<file path="config.mk">
export PLATFORM = sky130hd
export DESIGN_NAME = trace_capture_unit
export DESIGN_NICKNAME = d
export VERILOG_FILES = /design/src/rtl/trace_capture_unit.sv
export SDC_FILE = /design/constraint.sdc
export NUM_CORES = 1
export LEC_CHECK = 0
export ABC_AREA = 0
export CAP_MARGIN = 20
export CORE_MARGIN = 1
export CORE_UTILIZATION = 63
export CTS_BUF_LIST = sky130_fd_sc_hd__clkbuf_8 sky130_fd_sc_hd__clkbuf_16
export CTS_CLUSTER_SIZE = 12
export DETAILED_ROUTE_END_ITERATION = 6
export GPL_TIMING_DRIVEN = 0
export PLACE_DENSITY_LB_ADDON = 0.05
export SLEW_MARGIN = 10
export SYNTH_ARGS = -nofsm -noshare
export SYNTH_HDL_FRONTEND = slang
export SYNTH_SLANG_ARGS = --single-unit
</file>
<file path="constraint.sdc">
create_clock -name clk -period 22.9 [get_ports clk]
set_input_delay 4.58 -clock clk [delete_from_list [all_inputs] [get_ports clk]]
set_output_delay 4.58 -clock clk [all_outputs]
set_load 0.005 [all_outputs]
</file>
<file path="src/rtl/trace_capture_unit.sv">
// trace_capture_unit: captures per-cycle retirement events from the cpu
// writeback/memory stage, timestamps them, buffers them in a circular FIFO
// and drains them to a trace consumer over a valid/ready port.
//
// state    | meaning
// ---------+------------------------------------------------------------
// CAPTURE  | recording events, counting instructions
// DRAIN    | halt captured; inputs ignored, FIFO (and pending halt) drain
// DONE     | halt record consumed; capture closed until reset
module trace_capture_unit #(
    parameter int DEPTH = 8,
    parameter int CYC_W = 32
) (
    input  logic             clk,
    input  logic             rst_n,
    input  logic             en,
    input  logic             reg_we,
    input  logic [3:0]       reg_dst,
    input  logic [15:0]      reg_data,
    input  logic             mem_rd,
    input  logic             mem_wr,
    input  logic [15:0]      mem_addr,
    input  logic [15:0]      mem_wdata,
    input  logic [15:0]      mem_rdata,
    input  logic             halt,
    output logic             out_valid,
    input  logic             out_ready,
    output logic [3:0]       out_mask,
    output logic [3:0]       out_reg,
    output logic [15:0]      out_rdata,
    output logic [15:0]      out_maddr,
    output logic [15:0]      out_mdata,
    output logic [CYC_W-1:0] out_cycle,
    output logic [CYC_W-1:0] cycle_count,
    output logic [CYC_W-1:0] inst_count,
    output logic             overflow,
    output logic             done
);

    localparam int AW = $clog2(DEPTH);
    localparam logic [AW:0]      PTR_ONE = {{AW{1'b0}}, 1'b1};
    localparam logic [CYC_W-1:0] CYC_ONE = {{(CYC_W-1){1'b0}}, 1'b1};

    typedef enum logic [1:0] {
        S_CAPTURE = 2'd0,
        S_DRAIN   = 2'd1,
        S_DONE    = 2'd2
    } state_t;

    typedef struct packed {
        logic [3:0]       mask;
        logic [3:0]       rdst;
        logic [15:0]      rdata;
        logic [15:0]      maddr;
        logic [15:0]      mdata;
        logic [CYC_W-1:0] cyc;
    } rec_t;

    rec_t        mem [DEPTH];
    logic [AW:0] wr_ptr;
    logic [AW:0] rd_ptr;
    state_t      state;
    logic        pend_valid;
    rec_t        pend_rec;

    rec_t        head;
    rec_t        new_rec;
    rec_t        push_rec;
    logic [3:0]  ev_mask;
    logic        empty;
    logic        full;
    logic        pop;
    logic        can_push;
    logic        capture;
    logic        push;

    assign ev_mask  = {halt, mem_wr, mem_rd, reg_we};
    assign empty    = (wr_ptr == rd_ptr);
    assign full     = (wr_ptr[AW] != rd_ptr[AW]) &&
                      (wr_ptr[AW-1:0] == rd_ptr[AW-1:0]);
    assign head     = mem[rd_ptr[AW-1:0]];
    assign out_valid = !empty && (state != S_DONE);
    assign pop      = out_valid && out_ready;
    // A pop on the same edge frees the slot the push needs.
    assign can_push = !full || pop;
    assign capture  = (state == S_CAPTURE) && en && (|ev_mask);

    // Record fields are zero whenever no record is presented.
    assign out_mask  = out_valid ? head.mask  : 4'd0;
    assign out_reg   = out_valid ? head.rdst  : 4'd0;
    assign out_rdata = out_valid ? head.rdata : 16'd0;
    assign out_maddr = out_valid ? head.maddr : 16'd0;
    assign out_mdata = out_valid ? head.mdata : 16'd0;
    assign out_cycle = out_valid ? head.cyc   : '0;

    // Assemble the record for this cycle and pick what goes into the FIFO.
    always_comb begin
        new_rec.mask  = ev_mask;
        new_rec.rdst  = reg_dst;
        new_rec.rdata = reg_data;
        new_rec.maddr = mem_addr;
        new_rec.mdata = mem_wr ? mem_wdata : mem_rdata;
        new_rec.cyc   = cycle_count;
        push     = 1'b0;
        push_rec = new_rec;
        if (capture && can_push) begin
            push = 1'b1;
        end else if ((state == S_DRAIN) && pend_valid && can_push) begin
            push     = 1'b1;
            push_rec = pend_rec;
        end
    end

    // FIFO storage; contents need no reset since out_valid gates them.
    always_ff @(posedge clk) begin
        if (push) begin
            mem[wr_ptr[AW-1:0]] <= push_rec;
        end
    end

    // Pointers, counters, status and capture state machine.
    always_ff @(posedge clk) begin
        if (!rst_n) begin
            wr_ptr      <= '0;
            rd_ptr      <= '0;
            state       <= S_CAPTURE;
            pend_valid  <= 1'b0;
            pend_rec    <= '0;
            cycle_count <= '0;
            inst_count  <= '0;
            overflow    <= 1'b0;
            done        <= 1'b0;
        end else begin
            cycle_count <= cycle_count + CYC_ONE;
            if (push) begin
                wr_ptr <= wr_ptr + PTR_ONE;
            end
            if (pop) begin
                rd_ptr <= rd_ptr + PTR_ONE;
            end
            case (state)
                S_CAPTURE: begin
                    if (capture) begin
                        if (halt || reg_we || mem_wr) begin
                            inst_count <= inst_count + CYC_ONE;
                        end
                        if (!can_push) begin
                            // The halt record must survive a full FIFO.
                            if (halt) begin
                                pend_rec   <= new_rec;
                                pend_valid <= 1'b1;
                            end else begin
                                overflow <= 1'b1;
                            end
                        end
                        if (halt) begin
                            state <= S_DRAIN;
                        end
                    end
                end
                S_DRAIN: begin
                    if (pend_valid && can_push) begin
                        pend_valid <= 1'b0;
                    end
                    if (pop && head.mask[3]) begin
                        state <= S_DONE;
                        done  <= 1'b1;
                    end
                end
                S_DONE: begin
                end
                default: state <= S_CAPTURE;
            endcase
        end
    end

endmodule

</file>
* After elaboration in Yosys (flattened, before gate mapping)
Memory sizes are Yosys's and may differ from the RTL's. A register that Yosys moved wholly into a read port is not among the register bits.
Cells that the tools add are included.
** Storage, ports and cells
- Output and inout port bits :: 155
- Input port bits :: 76
- Flip-flop bits (word level) :: 165
- Memories :: 1
- RAM bits :: 704
** Memory list
- mem :: depth 8, bits a word 88, read ports 1, clocked after memory_dff 1, write ports 1, RTL line 59 : rec_t mem [DEPTH];
** Cells by class
- Equal/unequal tests :: 11
- Reduce and logical (&&, ||, !) cells :: 24
- Add/subtract/negate cells :: 4
- Bitwise operators :: 3
- Muxes and demuxes :: 24
** Operator list (count)
- two-way mux 88 bit :: 2
- adder 32 x 1 -> 32 bit (second input constant) :: 2
- two-way mux 16 bit :: 4
- two-way mux 32 bit :: 1
- AND reduction 4 bit :: 3
- logical AND 1 bit :: 10
- adder 4 x 1 -> 4 bit (second input constant) :: 2
- two-way mux 1 bit :: 8
- two-way mux 4 bit :: 2
- inequality test 2 bit (second input constant) :: 4
- two-way mux 2 bit :: 3
- two-way mux 3 bit :: 2
- case mux 2 bit (3 select lines) :: 1
- AND reduction 5 bit :: 1
- equality test 4 bit :: 1
- inequality test 2 x 1 -> 1 bit (second input constant) :: 2
- OR reduction 4 bit :: 1
- equality test 3 bit :: 1
- logical OR 1 bit :: 3
- NOT 1 bit :: 3
- AND reduction 3 bit :: 1
- equality test 2 x 1 -> 1 bit (second input constant) :: 1
- equality test 2 bit (second input constant) :: 1
- logical NOT 1 bit :: 2
- other kinds (5) :: 5

* Depth between registers and ports, before layout
Gate-level depths: netlist (run 1).
- Depth after elaboration :: 10
- Gate-level depth with buffers :: 10
- Mapped depth without buffers :: 5

* Worst setup path before layout (run 1)
Ideal clock, no wire load.
- Path kind :: input -> register
- From :: input mem_wr
- To :: memory mem[4][0] (netlist name) (enable)
- Stages :: 6
- Data arrival time :: 14.376 ns
- Slack :: 7.742 ns
- Required time :: 22.118 ns
- Path through :: buf_6 -> or3_1 -> o21ai_0 -> a22o_1 -> buf_4 -> nor4b_1
** Between the ends
- Word-level cells in the longest chain between the ends :: 6
** Ends and longest elaborated chain
- start, declared :: RTL line 21 : input logic mem_wr,
- OR reduction 4 bit :: RTL line 86 : assign capture = (state == S_CAPTURE) && en && (|ev_mask);
- logical AND 1 bit :: RTL line 86
- logical AND 1 bit :: RTL line 106 : if (capture && can_push) begin
- two-way mux 1 bit :: RTL line 106
- two-way mux 1 bit :: RTL line 116 : if (push) begin
- two-way mux 1 bit (not written as such) :: RTL line 117 : mem[wr_ptr[AW-1:0]] <= push_rec;
- end, declared :: RTL line 59
Every way passes these cells.

==> flow_summary.yaml, run 1 <==
timing:
  clock_skew_ns: 0.02236
  final.period_utilization: 0.3727
  setup_viol: 0
  slew_headroom: 0.3118
  hold_violations: 0
  tightest_slew_ns: 1.032
  min_period_ns: 8.534
  fin_ws_ns: 14.37
  slew_viol_final: 0
  setup_tns_ns: 0
  clock.fmax_mhz: 117.2
  rsz0062_at_grt: "false"
global_routing:
  grt_remaining_overflow: 0
  grt_pass1_wl_mm: 124.0
  grt_max_degree: 14
  grt_pass1_vias: 20426
  busiest_layer: "met2"
  grt_usage: 0.2982
  met2_usage: 0.4869
  antenna_found_initial: 1
  grtUsageMet1: 0.4122
  met3_usage: 0.05171
floorplan:
  die_y_um: 237.9
  dieWidth_um: 237.9
  fp.coreArea_um2: 55090
  num_rows: 86
  die_area_um2: 56610
  start_util: 0.6365
  io_pins: 231
clock_network:
  ctsResizeCount: 0
  clk_latency_ns: 0.64
  htree_levels: 3
  cts.sinks: 872
  cts_buffers: 86
  cts_setup_buffers: 0
  clk_pin_slew_ns: 0.06
  cts_tree: "built"
  cts-root-buf: "clkbuf_16"
  cts_buffer_depth: 3
  holdBufCountCts: 0
synthesis:
  synthDistinctLibCells: 54
  yosys.area_share.adder: 0.001427
  syn-mean-instance-area_um2: 16.87
  yosys.area.top_type: "edfxtp_1"
  synth_xor_area_frac: 0.01520
  synth-simple-area-share: 0.06811
  synth_area_um2: 35070
  yosys_warnings: 0
  async_flop_share: 0
  synth_cells: 2079
  synth_compound_area_frac: 0.02244
  synth_top_area_frac: 0.6028
  synthMuxAreaShare: 0.1670
  synth_edf_count: 704
  synth_top_family_by_area: "multiplexers"
  synth-seq-area-share: 0.6988
  synthTopCellsByArea: "edfxtp_1 (60%), mux4_2 (11%), dfxtp_1 (9.6%)"
  ys.flop_type: "edfxtp_1"
  ys_ff_latch: 872
  syn_nets: 2159
detailed_routing:
  wl_per_cell_um: 24.94
  vias: 20298
  vias_per_cell: 6.092
  drc: 0
  drtAntennaViolNets: 0
  first_pass_iters: 6
  wirelength_mm: 83.09
  dr.first_iter.drc_count: 1982
pwr:
  ir_worst_vdd_mv: 0.06490
  total_power_mw: 3.735
  powerDensity_nw_per_um2: 89.07
  power_leakage_nw: 14.34
final_layout:
  drive_above_1_share: 0.2252
  instances_no_fill: 3332
  antenna_cells: 0
  fin_area_um2: 41940
  fillCellCount: 3312
  areaGrowthSynthToFinish_pct: 19.59
  fin_nets: 2590
setup_path:
  critPathKind: "reg2out"
  start_kind: "flop"
  critPathMaxFanout: 10
  end_kind: "primary output"
  cp.arrival_ns: 3.95
  cp.required_ns: 18.32
hold_path:
  hp-class: "reg2reg"
placement:
  place_congestion: 0.8105
  place_ws_ns: 14.61
  place_inst: 3170
  hpwl_mm: 57.18
  postPlaceCellArea_um2: 39300
  portBuffers: 228
status:
  outcome: "completed"
flow_run:
  max_cap_violations: 0
-- stage by stage --
step	hold WS [ns]	util
4_1_cts	0.4502	0.7612
3_3_place_gp	0.4329	0.6949
2_1_floorplan	0.4259	-
6_report	0.4523	0.7612
3_5_place_dp	0.4369	0.7133
5_1_grt	0.4661	0.7612
-- synthesized netlist by cell type (all sizes together) (8+ instances only) --
master    n
edfxtp  704
mux4    176
dfxtp   168
nand2   118
buf     111
nor2    110
mux2i   107
nand3    95
o21ai    81
mux2     73
and2     61
clkbuf   53
xor2     31
xnor2    29
a21oi    20
nand4    19
nor3     17
o211a    16
nor4     15
inv      12
a21boi    8
and3      8
or3       8
-- power by group --
part,internal (mW),leakage (nW),switching (mW)
registers,1.75,7.75,0.0113
clock network,0.735,1.49,0.574
logic,0.336,5.10,0.330
total,2.82,14.3,0.916
-- layer usage --
metal | up-vias | share of wire
met2 | 869 | 0.50
met5 | - | 0
met1 | 10425 | 0.40
met4 | 0 | 0.026
met3 | 148 | 0.074
li1 | 8856 | -
-- placed cells by master (no fill, tap or decap), drive strengths merged, types with 3 or more instances in the layout --
master and n:
a21boi 8, a21oi 20, and2 61, and3 8
and4 7, buf 226, clkbuf 152, clkdlybuf4s50 228
clkinv 7, dfxtp 168, edfxtp 704, ha 4
inv 68, mux2 73, mux2i 107, mux4 176
nand2 118, nand2b 5, nand3 95, nand4 19
nor2 110, nor2b 6, nor3 17, nor3b 3
nor4 15, o211a 16, o21a 5, o21ai 81
or3 8, xnor2 29, xor2 31
-- layout make-up --
| type | instances | area, µm² | area share |
|---|---|---|---|
| inverter | 12 | 45.04 | 0.001074 |
| multi-input combinational | 1031 | 9659 | 0.2303 |
| clock inverter | 63 | 262.8 | 0.006265 |
| timing repair buffer | 343 | 3251 | 0.07751 |
| buffer | 164 | 903.4 | 0.02154 |
| clock buffer | 99 | 2376 | 0.05666 |
| sequential | 872 | 24500 | 0.5843 |
| tap | 748 | 935.9 | 0.02232 |
-- kinds of logic (layout without fill, tap and decap cells) --
logic type      count (synthesis)  in the layout
buf+inv                       176            681
compound gates                133            133
xor+xnor                       60             60
mux                           356            356
fa+ha+maj                       4              4
flops                         872            872
simple gates                  478            478
-- path summary, 6_finish.rpt --
kind | slack (ns) | depth (start not counted) | endpoint | from
hold / removal | 0.45 | 2 | pend_rec[85] | pend_rec[85]
hold reg to reg | 0.45 | 2 | pend_rec[85] | pend_rec[85]
setup / recovery | 14.37 | 7 | out_cycle[30] | flop
setup reg to reg | 19.27 | 9 | mem[1][64] | state[0]
-- critical path: stages, from the launching register on --
cell and delay [ns]:
dfxtp_1 0.31, clkbuf_1 0.25, clkbuf_1 0.81, buf_2 0.51
mux4_2 0.56, mux2i_1 0.36, nor2_1 0.08, clkdlybuf4s50_1 0.45
-- flip-flops by register name, indices dropped and copies added (netlist names), named ones only --
name         cells
cycle_count     32
done             1
inst_count      32
mem            704
overflow         1
pend_rec        88
pend_valid       1
rd_ptr           4
state            2
wr_ptr           4
Note: power is estimated with default switching activity, not from simulation.
==> run 2, diff against run 1 <==
CORE_UTILIZATION = 53   (was 63)
clock period = 7.4 ns   (was 22.9 ns; I/O delays follow)
==> run 2 against run 1 <==
Compared with the run above:
- global-route usage fell by 4.1 points
- non-clock buffer count fell by 21
- total power rose to 3.1 times the previous value
- largest cell class unchanged
- largest power group unchanged
- clock power rose to 3.2 times the previous value
- clock-buffer cell count rose by 1
- first-iteration DRC count fell by 12%
- critical path depth did not move
- sequential cell count did not move
- combinational power rose to 3.1 times the previous value
- utilization fell by 11 points
- clock skew fell by 0.0089 ns
==> flow_summary.yaml, run 2 (synthesis results as in run 1) <==
status:
  outcome: "completed"
final_layout:
  fin_nets: 2572
  areaGrowthSynthToFinish_pct: 20.25
  final_cell_mix: "edfxtp_1 (704), clkdlybuf4s50_1 (228), mux4_2 (176)"
  layout_commonest_cell: "edfxtp_1"
  instances_no_fill: 3423
  largest_reg_flops: 704
  fin_util: 0.6495
  drive_above_1_share: 0.2209
placement:
  portBuffers: 228
  place_ws_ns: 2.233
  place_congestion: 0.7926
  hpwl_mm: 58.72
  place_inst: 3256
timing:
  slew_headroom: 0.2312
  setup_tns_ns: 0
  setup_viol: 0
  fin_ws_ns: 1.844
  rsz0062_at_grt: "false"
  clock.fmax_mhz: 180.0
  hold_violations: 0
  slew_viol_final: 0
  min_period_ns: 5.556
  tightest_slew_ns: 1.153
  final.period_utilization: 0.7508
  clock_skew_ns: 0.01341
clock_network:
  clk_pin_slew_ns: 0.06
  cts_buffers: 89
  cts.sinks: 872
  cts-root-buf: "clkbuf_16"
  htree_levels: 3
  cts_buffer_depth: 3
  cts_tree: "built"
  holdBufCountCts: 0
  cts_setup_buffers: 0
  ctsResizeCount: 0
  clk_latency_ns: 0.63
setup_path:
  reg2reg_from: "state[1]"
  rr_worst_depth: 8
  cp.arrival_ns: 4.08
  end_kind: "primary output"
  start_kind: "flop"
  cp.required_ns: 5.92
  reg2reg_slack_ns: 3.92
  reg2reg_to: "mem[3][51]"
  critPathKind: "reg2out"
  critPathMaxFanout: 10
hold_path:
  worst_hold_path.num_cells: 2
  worstHoldStart: "pend_rec[4]"
  min_to: "pend_rec[4]"
  hp-class: "reg2reg"
pwr:
  clkPwrFrac: 0.357
  p_int_mw: 8.851
  p_sw_mw: 2.839
  power_leakage_nw: 14.28
  total_power_mw: 11.69
  switching_share: 0.2428
  powerDensity_nw_per_um2: 277.2
  ir_worst_vdd_mv: 0.2051
  pwr-share-seq: 0.466
  combPwrFrac: 0.177
global_routing:
  antenna_found_initial: 4
  grt_max_degree: 14
  grt_remaining_overflow: 0
  grt_pass1_wl_mm: 127.1
  grt_pass1_vias: 20110
  grt_usage: 0.2572
floorplan:
  num_rows: 93
  die_y_um: 259.2
  fp.coreArea_um2: 64930
  io_pins: 231
  die_area_um2: 67200
  start_util: 0.5401
  dieWidth_um: 259.2
detailed_routing:
  wirelength_mm: 85.04
  drc: 0
  drtAntennaViolNets: 0
  first_pass_iters: 5
  wl_per_cell_um: 24.84
  vias: 19944
  dr.first_iter.drc_count: 1738
  vias_per_cell: 5.826
flow_run:
  max_cap_violations: 0
[run 2: power by group through the flow]
stage / clock [mW] / combinational, mW / sequential, mW
detailed placement: 0 / 2.11 / 5.55
floorplan: 0 / 1.15 / 5.56
finish: 4.18 / 2.07 / 5.44
global placement: 0 / 2.04 / 5.59
CTS: 4.25 / 2.12 / 5.44
global route: 4.42 / 2.22 / 5.45
[run 2: how the worst max path moves through the flow]
stage / slack (ns) / endpoint / cells after the start / startpoint
floorplan: -2.14 / mem[6][0] / 7 / mem_wr
global placement: -10.39 / mem[6][55] / 7 / en
detailed placement: 2.23 / mem[6][52] / 10 / en
CTS: 1.78 / out_cycle[1] / 7 / flop
global route: 1.71 / out_cycle[1] / 7 / flop
finish: 1.84 / out_cycle[7] / 7 / flop
[run 2: cell type report]
| class | count | area, µm² |
|---|---|---|
| antenna | 1 | 2.502 |
| buffer | 164 | 903.4 |
| clock buffer | 100 | 2424 |
| clock inverter | 66 | 319.1 |
| fill | 4634 | 22760 |
| inverter | 12 | 45.04 |
| multi-input combinational | 1031 | 9686 |
| sequential | 872 | 24500 |
| tap | 855 | 1070 |
| timing repair buffer | 322 | 3217 |
[run 2: metrics by stage]
stage	cell area (µm²)	hold slack, ns
2_1_floorplan	35090	0.4259
5_1_grt	42170	0.4638
3_5_place_dp	39420	0.4394
3_3_place_gp	38440	0.4344
4_1_cts	42170	0.4499
6_report	42170	0.4498
[run 2: routing by layer]
layer  track usage  part of all wire  up-vias
met5             0           0.00029        -
met4       0.06324             0.021        6
met3       0.04071             0.059      124
met2        0.4338              0.50      623
met1        0.3520              0.42    10356
li1              -                 -     8835
[run 2: critical path, cell delays in order, from the launching register on]
cell and delay [ns]:
dfxtp_1 0.33, clkbuf_1 0.20, clkbuf_1 0.88, buf_2 0.53, mux4_2 0.55, mux2i_1 0.35, nor2_1 0.12, clkdlybuf4s50_1 0.48
==> run 3, diff against run 2 <==
CORE_UTILIZATION = 59   (was 53)
clock period = 5.4 ns   (was 7.4 ns; I/O delays follow)
==> run 3 against run 2 <==
Compared with the run above:
- non-clock buffer count decreased by 28
- sequential share of layout area up 0.055 points
- clock power grew 34%
- highest routed layer unchanged
- hold slack gained 0.0037 ns
- cell area is essentially flat
- setup slack got worse by 1.5 ns
- largest power group unchanged
- routed wire length decreased by 3.2%
- sequential cell count did not move
- critical path type unchanged
==> flow_summary.yaml, run 3 (synthesis results as in run 1) <==
status:
  outcome: "completed"
clock_network:
  holdBufCountCts: 0
  cts_tree: "built"
  clk_pin_slew_ns: 0.06
  clk_latency_ns: 0.64
  ctsResizeCount: 0
  cts.sinks: 872
  cts_buffer_depth: 3
  cts_buffers: 87
  htree_levels: 3
  cts_setup_buffers: 0
  cts-root-buf: "clkbuf_16"
setup_path:
  end_kind: "primary output"
  rr_worst_depth: 9
  cp.required_ns: 4.32
  max_stage_delay_ns: 0.81
  cp_num_buf_inv: 4
  cp.arrival_ns: 3.95
  reg2reg_from: "state[1]"
  cpMostUsedCell: "clkbuf_1"
  critPathMaxFanout: 10
  crit_family: "buffers and inverters"
  start_kind: "flop"
  critPathKind: "reg2out"
  slowest_stage: "clkbuf_1"
  path_depth: 7
  worstPathCellList: "clkbuf_1, clkbuf_1, buf_2, mux4_2, mux2i_1, nor2_1, clkdlybuf4s50_1"
detailed_routing:
  drtAntennaViolNets: 0
  wl_per_cell_um: 24.95
  first_pass_iters: 7
  drc: 0
  vias: 19930
  wirelength_mm: 82.35
  vias_per_cell: 6.038
  dr.first_iter.drc_count: 1773
pwr:
  powerDensity_nw_per_um2: 376.6
  power_leakage_nw: 14.22
  total_power_mw: 15.87
  ir_worst_vdd_mv: 0.2636
timing:
  clock.fmax_mhz: 198.8
  setup_tns_ns: 0
  slew_headroom: 0.3010
  min_period_ns: 5.030
  tightest_slew_ns: 1.049
  hold_violations: 0
  clock_skew_ns: 0.03120
  slew_viol_final: 0
  rsz0062_at_grt: "false"
  final.period_utilization: 0.9315
  fin_ws_ns: 0.3697
  setup_viol: 0
hold_path:
  worst_hold_path.num_cells: 2
  worstHoldStart: "pend_rec[19]"
  hp-class: "reg2reg"
final_layout:
  instances_no_fill: 3301
  layout_commonest_cell: "edfxtp_1"
  fin_area_um2: 42130
  fillCellCount: 3703
  final_cell_mix: "edfxtp_1 (704), clkdlybuf4s50_1 (228), mux4_2 (176)"
  multiInputGateArea_um2: 9717
  largest_reg_flops: 704
  areaGrowthSynthToFinish_pct: 20.14
  fin_nets: 2542
  antenna_cells: 0
  drive_above_1_share: 0.2114
  regArea_um2: 24500
floorplan:
  start_util: 0.6021
  dieWidth_um: 245.8
  fp.coreArea_um2: 58250
  die_area_um2: 60420
  io_pins: 231
  die_y_um: 245.8
  num_rows: 88
global_routing:
  grt_pass1_vias: 20104
  grt_max_degree: 15
  grt_usage: 0.2764
  busiest_layer: "met2"
  grt_pass1_wl_mm: 122.6
  met3_usage: 0.04322
  antenna_found_initial: 4
  met2_usage: 0.4543
  grt_remaining_overflow: 0
  grtUsageMet1: 0.3809
placement:
  postPlaceCellArea_um2: 39470
  hpwl_mm: 55.55
  place_ws_ns: 0.7677
  portBuffers: 228
  place_inst: 3138
  place_congestion: 0.7908
flow_run:
  max_cap_violations: 0
==> run 3: report_power, final <==
group	leakage [nW]	internal, mW	switching (mW)	total [mW]
clock network	1.50	3.15	2.44	5.59
registers	7.75	7.41	0.0470	7.46
logic	4.97	1.43	1.38	2.81
total	14.2	12.0	3.87	15.9
==> run 3: final timing paths <==
| check | end | slack, ns |
|---|---|---|
| setup / recovery | out_mdata[6] | 0.37 |
| hold / removal | pend_rec[19] | 0.45 |
| setup reg to reg | mem[6][20] | 2.01 |
| hold reg to reg | pend_rec[19] | 0.45 |
==> run 3: per-layer routing <==
metal,part of all wire,vias up
met5,0.00028,-
met2,0.50,770
met1,0.40,10242
met4,0.025,4
met3,0.074,132
li1,-,8782
==> run 3: final cells by class <==
| type | count | area share |
|---|---|---|
| Buffer | 164 | 0.02144 |
| Clock buffer | 100 | 0.05699 |
| Clock inverter | 63 | 0.006118 |
| Inverter | 12 | 0.001069 |
| Multi-Input combinational cell | 1031 | 0.2306 |
| Sequential cell | 872 | 0.5816 |
| Tap cell | 765 | 0.02272 |
| Timing Repair Buffer | 294 | 0.07939 |
==> run 3: worst min-delay path, stage by stage, from the launching register on <==
cell and delay, ns:
dfxtp_1 0.30, nand2_1 0.05, o21ai_1 0.05
==> run 3: per-stage QoR <==
step | util | hold slack, ns
2_1_floorplan | - | 0.4259
3_3_place_gp | 0.6594 | 0.4330
3_5_place_dp | 0.6777 | 0.4409
4_1_cts | 0.7233 | 0.4523
5_1_grt | 0.7233 | 0.4683
6_report | 0.7233 | 0.4534
